File: src/rtl/seg_scan_drv.sv
// rtl/seg_scan_drv.sv - six-digit multiplexed seven-segment scan driver
//
// Purpose:
//    Time-multiplexes six BCD digits (HH:MM:SS) onto a common-cathode style
//    seven-segment bus. Every scan tick alternates between an anti-ghost
//    blank slot and a lit slot for the next digit, so one frame is 12 ticks.
//    The six digits are captured into a snapshot once per frame so a frame
//    never mixes old and new time values.
//
// Ports:
//    CLK              clock, rising edge
//    RESET            asynchronous, active-high reset
//    ENABLE           scan enable; low blanks display and parks at frame start
//    SEC1..HOUR10     BCD digit inputs (4 bits each)
//    COLON            lights DP on digits 2 and 4
//    LZB              blanks HOUR10 when it is zero
//    BLINK            blink phase; high blanks digits selected by MASK
//    MASK[5:0]        per-digit blink select
//    AN[5:0]          digit select, one-hot active-low (AN[0]=SEC1 .. AN[5]=HOUR10)
//    SEG[6:0]         segments a..g, active-high
//    DP               decimal point, active-high

module seg_scan_drv #(
   parameter int DIV = 1000
) (
   input  logic       CLK,
   input  logic       RESET,
   input  logic       ENABLE,
   input  logic [3:0] SEC1,
   input  logic [3:0] SEC10,
   input  logic [3:0] MIN1,
   input  logic [3:0] MIN10,
   input  logic [3:0] HOUR1,
   input  logic [3:0] HOUR10,
   input  logic       COLON,
   input  logic       LZB,
   input  logic       BLINK,
   input  logic [5:0] MASK,
   output logic [5:0] AN,
   output logic [6:0] SEG,
   output logic       DP
);

   localparam int             CW      = $clog2(DIV);
   localparam logic [CW-1:0]  CNT_MAX = CW'(DIV - 1);

   typedef enum logic {
      BLANK = 1'b0,
      SHOW  = 1'b1
   } state_t;

   state_t          state;
   logic [2:0]      idx;
   logic [CW-1:0]   cnt;
   logic [5:0][3:0] snap;
   logic [5:0][3:0] live;

   logic            tick;
   logic [3:0]      cur_digit;
   logic            blinked;
   logic [6:0]      show_seg;
   logic            show_dp;

   function automatic logic [6:0] bcd_to_seg(input logic [3:0] d);
      case (d)
         4'd0:    bcd_to_seg = 7'h3F;
         4'd1:    bcd_to_seg = 7'h06;
         4'd2:    bcd_to_seg = 7'h5B;
         4'd3:    bcd_to_seg = 7'h4F;
         4'd4:    bcd_to_seg = 7'h66;
         4'd5:    bcd_to_seg = 7'h6D;
         4'd6:    bcd_to_seg = 7'h7D;
         4'd7:    bcd_to_seg = 7'h07;
         4'd8:    bcd_to_seg = 7'h7F;
         4'd9:    bcd_to_seg = 7'h6F;
         default: bcd_to_seg = 7'h40;   // non-BCD shows a dash
      endcase
   endfunction

   assign live = {HOUR10, HOUR1, MIN10, MIN1, SEC10, SEC1};
   assign tick = ENABLE && (cnt == CNT_MAX);

   // Segment/DP pattern for the digit about to be lit (BLANK(idx) -> SHOW(idx)).
   // Blink wins over leading-zero blanking, which wins over the decoder.
   always_comb begin
      cur_digit = snap[idx];
      blinked   = BLINK && MASK[idx];
      show_seg  = 7'h00;
      if (!blinked) begin
         if (idx == 3'd5 && LZB && cur_digit == 4'd0) begin
            show_seg = 7'h00;
         end else begin
            show_seg = bcd_to_seg(cur_digit);
         end
      end
      show_dp = COLON && !blinked && (idx == 3'd2 || idx == 3'd4);
   end

   always_ff @(posedge CLK or posedge RESET) begin
      if (RESET) begin
         cnt   <= '0;
         state <= BLANK;
         idx   <= 3'd0;
         snap  <= '0;
         AN    <= 6'h3F;
         SEG   <= 7'h00;
         DP    <= 1'b0;
      end else if (!ENABLE) begin
         // Parked at frame start; snapshot tracks the inputs so the first
         // frame after enable shows the latest values.
         cnt   <= '0;
         state <= BLANK;
         idx   <= 3'd0;
         snap  <= live;
         AN    <= 6'h3F;
         SEG   <= 7'h00;
         DP    <= 1'b0;
      end else if (tick) begin
         cnt <= '0;
         case (state)
            BLANK: begin
               state <= SHOW;
               AN    <= ~(6'd1 << idx);
               SEG   <= show_seg;
               DP    <= show_dp;
            end
            SHOW: begin
               state <= BLANK;
               AN    <= 6'h3F;
               SEG   <= 7'h00;
               DP    <= 1'b0;
               if (idx == 3'd5) begin
                  idx  <= 3'd0;
                  snap <= live;   // only frame boundary refreshes the snapshot
               end else begin
                  idx <= idx + 3'd1;
               end
            end
            default: begin
               state <= BLANK;
               idx   <= 3'd0;
               AN    <= 6'h3F;
               SEG   <= 7'h00;
               DP    <= 1'b0;
            end
         endcase
      end else begin
         cnt <= cnt + 1'b1;
      end
   end

endmodule

File: config.mk
export PLATFORM = sky130hd
export DESIGN_NAME = seg_scan_drv
export DESIGN_NICKNAME = d
export VERILOG_FILES = /design/src/rtl/seg_scan_drv.sv
export SDC_FILE = /design/constraint.sdc
export NUM_CORES = 1
export LEC_CHECK = 0
export BUFFER_PORTS_ARGS = -buffer_cell sky130_fd_sc_hd__buf_2
export CORE_MARGIN = 2
export CORE_UTILIZATION = 60
export DETAILED_ROUTE_END_ITERATION = 16
export HOLD_SLACK_MARGIN = 0.02
export PLACE_DENSITY = 0.95
export SLEW_MARGIN = 20
export SYNTH_ARGS = -nofsm -noshare
export SYNTH_HDL_FRONTEND = slang
export SYNTH_SLANG_ARGS = --single-unit
File: constraint.sdc
create_clock -name CLK -period 4.4 [get_ports CLK]
set_clock_uncertainty 0.1 [all_clocks]
set_input_delay 0.44 -clock CLK [delete_from_list [all_inputs] [get_ports CLK]]
set_output_delay 0.44 -clock CLK [all_outputs]
set_load 0.05 [all_outputs]
==> run summary, run 1 <==
Status: finished, final reports clean
H-Tree Depth: 2
Worst stage delay on the critical path: 0.82 ns
Leading post-synthesis cells by cell area: dfrtp_1 42%, mux2_4 11%, dfstp_2 5.7%
Transition time of the tightest slew-check pin: 1.02 ns
Max cap viols: 0
Final setup TNS: 0 ns
Commonest cells after routing, fill and taps aside: 49 x buf_2, 46 x dfrtp_1, 20 x mux2_4, 20 x nor2_1, 14 x mux2i_1
Final worst setup slack: 1.34 ns
Post-DRT Antenna Nets: 0
Min cycle time layout: 3.06 ns
Worst setup EP type: flip-flop
Worst Hold Class: input port to async pin
CP max stage cell: dfrtp_1
Layout Cells excl Fill: 325
Dpl ws: 1.39 ns
Site Rows: 24
Post-Synth Simple-Gate Area: 13.5%
Largest net degree at the start of global routing: 53
Synthesis Warnings: 0
Largest family of logic cells by synthesized area: multiplexers
Die width: 71.8 um
Clock root cell: clkbuf_8
Post-Synth Adder-Cell Area: 3.17%
CTS tree: built
Startpoint Class: flip-flop
Data arrival time of the worst path: 3.15 ns
Placed Cells: 317
Setup Buffers After CTS: 0
Lkg Pwr: 1.45 nW
Final Max Tran Viols: 0
RSZ-0062 raised after global routing: no
Final core occ: 69.9%
Initial Util: 63.0%
Synth Area per Inst: 12.1 um2
Hold Violations, Final: 0
# diodes: 0
CTS resizes: 0
Starting DRT DRC Count: 100
Syn Std Cell Area: 2760 um2
Largest area contributor in the netlist: dfrtp_1
CP endpoint: SEG[4]
Worst-path maximum fanout: 18
Initial antenna violation count: 0
First-pass GRT wire length: 8650 um
Layout area overhead: 11.1%
Vias: 1847
Final Setup Violations: 0
Total wire length: 5190 um
Most common cell after layout, fill and taps aside: buf_2
Flops & latches, synth: 52
Final hold slack: 0.173 ns
DIE HEIGHT: 71.8 um
Largest delay share family, worst path: simple AND/OR/NAND/NOR gates
Compound-gate portion of the synthesized area: 8.88%
Worst path bufs/invs: 0
GRT Total Usage: 21.7%
Net count, final: 315
Synth Area in XOR/XNOR: 3.17%
Reg2reg end: SEG[4]
Worst vdd ir: 0.000183 V
Port buffer count: 49
Cells after synthesis: 228
Clk buf depth: 2
Slew margin rel.: 32.0%
Reg2Reg Depth: 8
DRC: 0
Crit path from: idx[1]
CTS buffer count: 5
Hold_buf cts: 0
Reg2Reg Setup Slack: 1.34 ns
Worst-path clk slew: 0.09 ns
Final HPWL DP: 3790 um
GRT overflow: 0
Via-to-Cell Ratio: 5.68
R2R Path Start: idx[1]
Fmax: 0.327 GHz
Class of the most critical setup path: flip-flop to flip-flop
# clock sinks: 52
Post-Synthesis Net Count: 271
First drt pass iteration count: 4
Post-synthesis sequential area ratio: 47.4%
Fin crit share: 69.5%
Critical path depth: 8
Vias in the first global route: 1862
PD cells: 320 nW/um2
I/O Pins: 50
Core area: 4380 um2
CP Cell Sequence: nand2b_1 > o22ai_1 > nor2_1 > ha_1 > or4bb_1 > o211ai_2 > nor3_1 > a211o_1
Routability Congestion: 0.905
Synth top area share: 41.7%
Unique cell type count in the Yosys netlist: 49
Clk Latency, worst-skew pair: 0.30 ns
Die area: 5160 um2
Layout cells sized above 1: 35.5%
Mux contribution to synthesized area: 19.4%
Post-DR wirelength/cell: 16.0 um
CP required: 4.49 ns
[sequential cells by signal (all words and copies together), names as in the netlist]
| register | flops |
|---|---|
| AN | 6 |
| DP | 1 |
| SEG | 7 |
| cnt | 10 |
| idx | 3 |
| snap | 24 |
| state | 1 |
[cell usage after synthesis (all sizes together)]
cell type  count
and3           4
nand2          8
xnor2          3
a211o          1
o311ai         1
nand4          1
dfstp          6
and2           6
xor2           7
a21o           1
inv            5
nor2b          3
a31oi          2
a31o           1
and4           1
buf            9
nand3          9
mux4           1
o22ai          4
or2            1
nand4b         1
nor3           3
nor2          21
a21oi          5
or3            2
and4bb         1
nor3b          2
ha             7
clkbuf         3
o211ai         1
o21ai         10
mux2i         14
nand2b         3
dfrtp         46
mux2          26
o21bai         1
a22o           5
or4bb          1
nor4           2
[worst min path at each step]
stage                           to  slack [ns]  depth (start not counted)
after CTS                  snap[6]        0.26                          2
after floorplan             cnt[0]        0.38                          1
after global placement          DP        0.37                          2
after global routing      snap[15]        0.25                          2
after detailed placement    SEG[6]        0.38                          2
final                       SEG[2]        0.17                          2
[area by class of cell]
| class | count | area (um2) |
|---|---|---|
| clock buffers | 8 | 100 |
| fillers | 294 | 1320 |
| inverters | 5 | 20.0 |
| multi-input cells | 159 | 1330 |
| flip-flops and latches | 52 | 1310 |
| well taps | 52 | 65.1 |
| repair buffers | 49 | 245 |
[per-layer routing]
metal / track usage [%] / up-vias / share of wire (%)
li1: - / 897 / -
met1: 29.1 / 891 / 46
met2: 35.4 / 51 / 48
met3: 4.22 / 8 / 4.3
met4: 7.76 / 0 / 1.6
met5: 0 / - / 0
[cell families after synthesis]
logic type / after synthesis
and+or+nand+nor: 69
DFF: 52
muxes: 41
AOI/OAI and AO/OA: 32
buffers and inverters: 17
xor gates and xnor gates: 10
adders and majority gates: 7
[worst reg2reg max path: cells and delay by family, from the launching register on]
kind                       cells  cell delay [ns]
AOI/OAI and AO/OA              3             0.65
adders and majority gates      1             0.25
DFF                            1             0.82
and+or+nand+nor                4             1.14
[power by group]
| part | leakage (nW) | internal, mW | switching (mW) | total (mW) |
|---|---|---|---|---|
| Sequential | 0.642 | 0.509 | 0.0218 | 0.531 |
| Combinational | 0.761 | 0.0729 | 0.0879 | 0.161 |
| Clock | 0.0515 | 0.144 | 0.146 | 0.290 |
| Total | 1.45 | 0.726 | 0.256 | 0.982 |
[stage by stage]
stage          cell area (um2)  power [mW]
2_1_floorplan             2760       0.656
6_report                  3070       0.982
3_3_place_gp              2970       0.695
5_1_grt                   3070        1.02
4_1_cts                   3070       0.986
3_5_place_dp              2970       0.701
Power figures use the tool's default switching activity.
==> inputs of run 2 (changes only) <==
Settings changed: CORE_UTILIZATION 60 to 55, PLACE_DENSITY 0.95 to 0.89.
Clock period 4.4 ns to 3 ns, I/O delays scaled along.
==> run 2 against run 1 <==
Effect of this change: non-clock buffer count grew 4; cell area grew 0.98%; register-to-register slack lost 1.1 ns; sequential share of layout area shrank 0.41 points; clock-buffer cell count shrank 1; utilization shrank 5.2 points; setup slack lost 1.1 ns; wire length grew 0.25%; largest power group unchanged.
==> run summary, run 2 (synthesized netlist as in run 1, its figures left out) <==
Hold Violations, Final: 0 (unchanged)
Final Setup Violations: 0 (unchanged)
GRT overflow: 0 (unchanged)
Port buffer count: 49 (unchanged)
Worst setup EP type: flip-flop
Data arrival time of the worst path: 2.88 ns (-0.27 ns)
Class of the most critical setup path: flip-flop to flip-flop
Layout cells sized above 1: 36.1% (+0.57 points)
Clk Latency, worst-skew pair: 0.31 ns (about the same)
Layout area overhead: 12.2%
Clk buf depth: 2 (unchanged)
Post-DR wirelength/cell: 15.1 um (-5.3%)
First drt pass iteration count: 5 (+1)
Slew margin rel.: 43.3% (+11 points)
Top Registers: snap (24), cnt (10), SEG (7)
Core area: 4790 um2 (+9.2%)
First-pass GRT wire length: 8760 um (+1.2%)
Vias: 1884 (+2.0%)
Setup Buffers After CTS: 0 (unchanged)
Worst vdd ir: 0.000266 V (+45%)
# diodes: 0 (unchanged)
Net count, final: 319 (+1.3%)
Initial Util: 57.7% (-5.3 points)
Power Total: 1.40 mW (+43%)
Min cycle time layout: 2.78 ns (-0.276 ns)
Post-DRT Antenna Nets: 0 (unchanged)
CP required: 3.10 ns (-1.39 ns)
Via-to-Cell Ratio: 5.48 (-3.6%)
Total wire length: 5200 um (+0.25%)
CP Cell Sequence: nand2b_1 > o22ai_1 > nor2_1 > ha_1 > or4bb_1 > o211ai_2 > nor3_1 > a211o_1
Final hold slack: 0.0317 ns (-0.142 ns)
DIE HEIGHT: 74.8 um (+4.2%)
Worst-path maximum fanout: 9 (-9)
Routability Congestion: 0.883 (-2.4%)
RSZ-0062 raised after global routing: no
Die width: 74.8 um (+4.2%)
Worst Hold Class: input port to async pin
Final worst setup slack: 0.216 ns (-1.12 ns)
Startpoint Class: flip-flop
Site Rows: 25 (+4.2%)
Lkg Pwr: 1.47 nW (+0.77%)
Die area: 5600 um2 (+8.6%)
H-Tree Depth: 2 (unchanged)
Fin crit share: 92.8% (+23 points)
CP max stage cell: dfrtp_1
Largest net degree at the start of global routing: 53 (unchanged)
CTS resizes: 0 (unchanged)
DRC: 0 (unchanged)
Most common cell after layout, fill and taps aside: buf_2
Largest register FFs: 24 (unchanged)
Final setup TNS: 0 ns (unchanged)
Vias in the first global route: 1840 (-1.2%)
I/O Pins: 50 (unchanged)
Top reg by flops: snap
Hold_buf cts: 0 (unchanged)
CTS tree: built
Worst stage delay on the critical path: 0.61 ns (-0.21 ns)
CTS buffer count: 5 (unchanged)
Dpl ws: 0.224 ns (-1.17 ns)
Clock root cell: clkbuf_8
# clock sinks: 52 (unchanged)
Worst-path clk slew: 0.09 ns (about the same)
Commonest cells after routing, fill and taps aside: 49 x buf_2, 46 x dfrtp_1, 20 x mux2_4, 20 x nor2_1, 14 x mux2i_1
Fmax: 0.359 GHz (+9.9%)
Final HPWL DP: 3980 um (+5.0%)
Final Max Tran Viols: 0 (unchanged)
Max cap viols: 0 (unchanged)
GRT Total Usage: 20.8% (-0.92 points)
PD cells: 452 nW/um2 (+41%)
Status: finished, final reports clean
Transition time of the tightest slew-check pin: 0.849 ns (-0.166 ns)
Starting DRT DRC Count: 72 (-28%)
Initial antenna violation count: 0 (unchanged)
==> run 2: cell type report <==
type,count,area [um2]
Timing Repair Buffer,53,275
Multi-Input combinational cell,159,1330
Inverter,5,20.0
Fill cell,389,1690
Sequential cell,52,1310
Tap cell,67,83.8
Clock inverter,1,5.00
Clock buffer,7,76.3
==> run 2: where the power goes <==
part / internal [mW] / switching [mW]
Combinational: 0.108 / 0.128
Sequential: 0.747 / 0.0345
Clock: 0.164 / 0.218
==> run 2: per-layer routing <==
metal | track usage [%] | part of all wire (%) | vias up
met5 | 0 | 0 | -
met4 | 6.94 | 2.1 | 0
met3 | 5.22 | 4.9 | 10
met2 | 32.0 | 46 | 61
met1 | 28.9 | 47 | 913
li1 | - | - | 900
==> run 2: critical path: cells and delay by family (launching register included) <==
family / cells / cell delay, ns
AND/OR/NAND/NOR: 4 / 1.07
adder cells (fa/ha/maj): 1 / 0.23
AO/OA/AOI/OAI: 3 / 0.66
flip-flops: 1 / 0.61
==> run 2: final timing paths <==
path / from / endpoint / slack (ns) / depth (start not counted)
worst max-delay path: idx[1] / SEG[4] / 0.22 / 8
worst min-delay path: RESET / cnt[6] / 0.03 / 2
worst max register to register: idx[1] / SEG[4] / 0.22 / 8
worst min register to register: SEG[6] / SEG[6] / 0.40 / 2
max in group asynchronous: RESET / snap[23] / 2.27 / 2
min in group CLK: MIN1[0] / snap[8] / 0.11 / 2
==> run 2: per-stage QoR <==
| step | instances | util (%) | cell area, um2 |
|---|---|---|---|
| 2_1_floorplan | 228 | - | 2760 |
| 3_3_place_gp | 336 | 63.0 | 3010 |
| 3_5_place_dp | 336 | 63.0 | 3010 |
| 4_1_cts | 344 | 64.7 | 3100 |
| 5_1_grt | 344 | 64.7 | 3100 |
| 6_report | 344 | 64.7 | 3100 |
==> inputs of run 3 (changes only) <==
Settings changed: PLACE_DENSITY 0.89 to 0.79.
==> run 3 against run 2 <==
Effect of this change: die area stayed put; final cell count increased by 0.29%; clock-buffer cell count is 1 higher; combinational power about the same; critical path type unchanged; critical endpoint unchanged.
==> run summary, run 3 (synthesized netlist as in run 1, its figures left out) <==
DIE HEIGHT: 74.8 um (unchanged)
Final hold slack: 0.0382 ns (+0.00643 ns)
Layout Cells excl Fill: 345 (+0.29%)
Most common cell after layout, fill and taps aside: buf_2
R2R Path Start: idx[1]
Min cycle time layout: 2.59 ns (-0.193 ns)
Reg2Reg Depth: 8 (unchanged)
Clock root cell: clkbuf_8
DRC: 0 (unchanged)
Initial Util: 57.7% (unchanged)
Core area: 4790 um2 (unchanged)
Data arrival time of the worst path: 2.69 ns (-0.19 ns)
First drt pass iteration count: 4 (-1)
Class of the most critical setup path: flip-flop to flip-flop
Met2 wire length: 2490 um (+4.5%)
Transition time of the tightest slew-check pin: 0.857 ns (+0.00829 ns)
Fmax: 0.386 GHz (+7.4%)
Top Registers: snap (24), cnt (10), SEG (7)
Fin crit share: 86.4% (-6.4 points)
Largest register FFs: 24 (unchanged)
RSZ-0062 raised after global routing: no
Die area: 5600 um2 (unchanged)
Via-to-Cell Ratio: 5.38 (-1.7%)
Crit path from: idx[1]
Routability Congestion: 0.829 (-6.1%)
Comb pwr share: 16.4% (-0.4 points)
Status: finished, final reports clean
Uppermost layer routed: met4
I/O Pins: 50 (unchanged)
Site Rows: 25 (unchanged)
Final HPWL DP: 3920 um (-1.4%)
CP required: 3.10 ns (about the same)
Layout cells sized above 1: 36.7% (+0.59 points)
Clk Latency, worst-skew pair: 0.30 ns (about the same)
Sequential power share: 54.0% (-1.8 points)
Layout area overhead: 13.1%
Placed Cells: 337 (+0.30%)
Wl on met1: 2400 um (-2.2%)
Worst-path maximum fanout: 10 (+1)
Power Total: 1.44 mW (+3.1%)
Net count, final: 320 (+0.31%)
Vias: 1857 (-1.4%)
Startpoint Class: flip-flop
Worst setup EP type: flip-flop
# clock sinks: 52 (unchanged)
Final Max Tran Viols: 0 (unchanged)
Starting DRT DRC Count: 93 (+29%)
Routed met3 length: 269 um (+5.1%)
Setup Buffers After CTS: 0 (unchanged)
Worst stage delay on the critical path: 0.62 ns (about the same)
Hold Violations, Final: 0 (unchanged)
PD cells: 462 nW/um2 (+2.3%)
Worst Hold Class: input port to async pin
Largest net degree at the start of global routing: 53 (unchanged)
Slew margin rel.: 42.8% (-0.55 points)
Worst-path clk slew: 0.09 ns (about the same)
Max cap viols: 0 (unchanged)
Commonest cells after routing, fill and taps aside: 49 x buf_2, 46 x dfrtp_1, 20 x mux2_4, 20 x nor2_1, 14 x mux2i_1
Initial antenna violation count: 0 (unchanged)
CTS resizes: 0 (unchanged)
CTS tree: built
Switching Power: 376 uW (-1.1%)
H-Tree Depth: 2 (unchanged)
Clock power share: 29.6% (+2.3 points)
Post-DR wirelength/cell: 15.2 um (+0.53%)
Largest delay share family, worst path: simple AND/OR/NAND/NOR gates
Worst vdd ir: 0.000335 V (+26%)
# diodes: 0 (unchanged)
Port buffer count: 49 (unchanged)
Final setup TNS: 0 ns (unchanged)
CTS buffer count: 5 (unchanged)
Clk buf depth: 2 (unchanged)
Post-DRT Antenna Nets: 0 (unchanged)
Lkg Pwr: 1.48 nW (+0.96%)
Switching Share: 26.1% (-1.1 points)
Final core occ: 65.3% (+0.55 points)
Vias in the first global route: 1852 (+0.65%)
Critical path depth: 8 (unchanged)
GRT overflow: 0 (unchanged)
Total wire length: 5240 um (+0.83%)
CP max stage cell: dfrtp_1
First-pass GRT wire length: 8720 um (-0.40%)
Hold_buf cts: 0 (unchanged)
Top reg by flops: snap
Worst path bufs/invs: 0 (unchanged)
GRT Total Usage: 20.8% (about the same)
Final Setup Violations: 0 (unchanged)
Internal power: 1.07 mW (+4.7%)
CP Cell Sequence: nand2b_1 > o22ai_1 > nor2_1 > ha_1 > or4bb_1 > o211ai_2 > nor3_1 > a211o_1
Die width: 74.8 um (unchanged)
run 3: changes by cell type in the layout (fill, tap and decap cells not counted):
cell	before	now
buf_4	4	5
clkbuf_1	2	1
clkbuf_8	5	7
clkinv_2	2	1
run 3: worst register-to-register path, cell delays in order, from the launching register on:
cell and delay [ns]:
dfrtp_1 0.62, nand2b_1 0.28, o22ai_1 0.10, nor2_1 0.14, ha_1 0.19, or4bb_1 0.42, o211ai_2 0.27, nor3_1 0.10
a211o_1 0.28
run 3: worst paths after layout:
path | end | slack, ns
worst min-delay path | snap[12] | 0.04
worst max register to register | SEG[4] | 0.41
worst min register to register | DP | 0.39
min in group CLK | snap[5] | 0.12
max in group asynchronous | idx[1] | 2.25
worst max-delay path | SEG[4] | 0.41
run 3: area by class of cell:
type / instances / area, um2
clock buffer: 8 / 100
fill: 389 / 1660
inverter: 5 / 20.0
multi-input combinational: 159 / 1330
sequential: 52 / 1310
tap: 67 / 83.8
timing repair buffer: 54 / 283
run 3: power groups by stage:
stage / sequential, mW / combinational [mW] / clock (mW)
CTS: 0.781 / 0.240 / 0.438
global route: 0.786 / 0.260 / 0.465
floorplan: 0.819 / 0.143 / 0
global placement: 0.793 / 0.233 / 0
detailed placement: 0.793 / 0.239 / 0
finish: 0.780 / 0.237 / 0.427
run 3: metrics by stage:
step / worst slack [ns] / cell area, um2
5_1_grt: 0.184 / 3120
4_1_cts: 0.386 / 3120
3_5_place_dp: 0.402 / 3020
3_3_place_gp: 0.482 / 3020
2_1_floorplan: 0.456 / 2760
6_report: 0.409 / 3120
run 3: routing by layer:
layer  global-route usage, %  up-vias
met2                    33.4       54
li1                        -      911
met5                       0        -
met4                    6.94        0
met3                    4.82        9
met1                    27.9      883
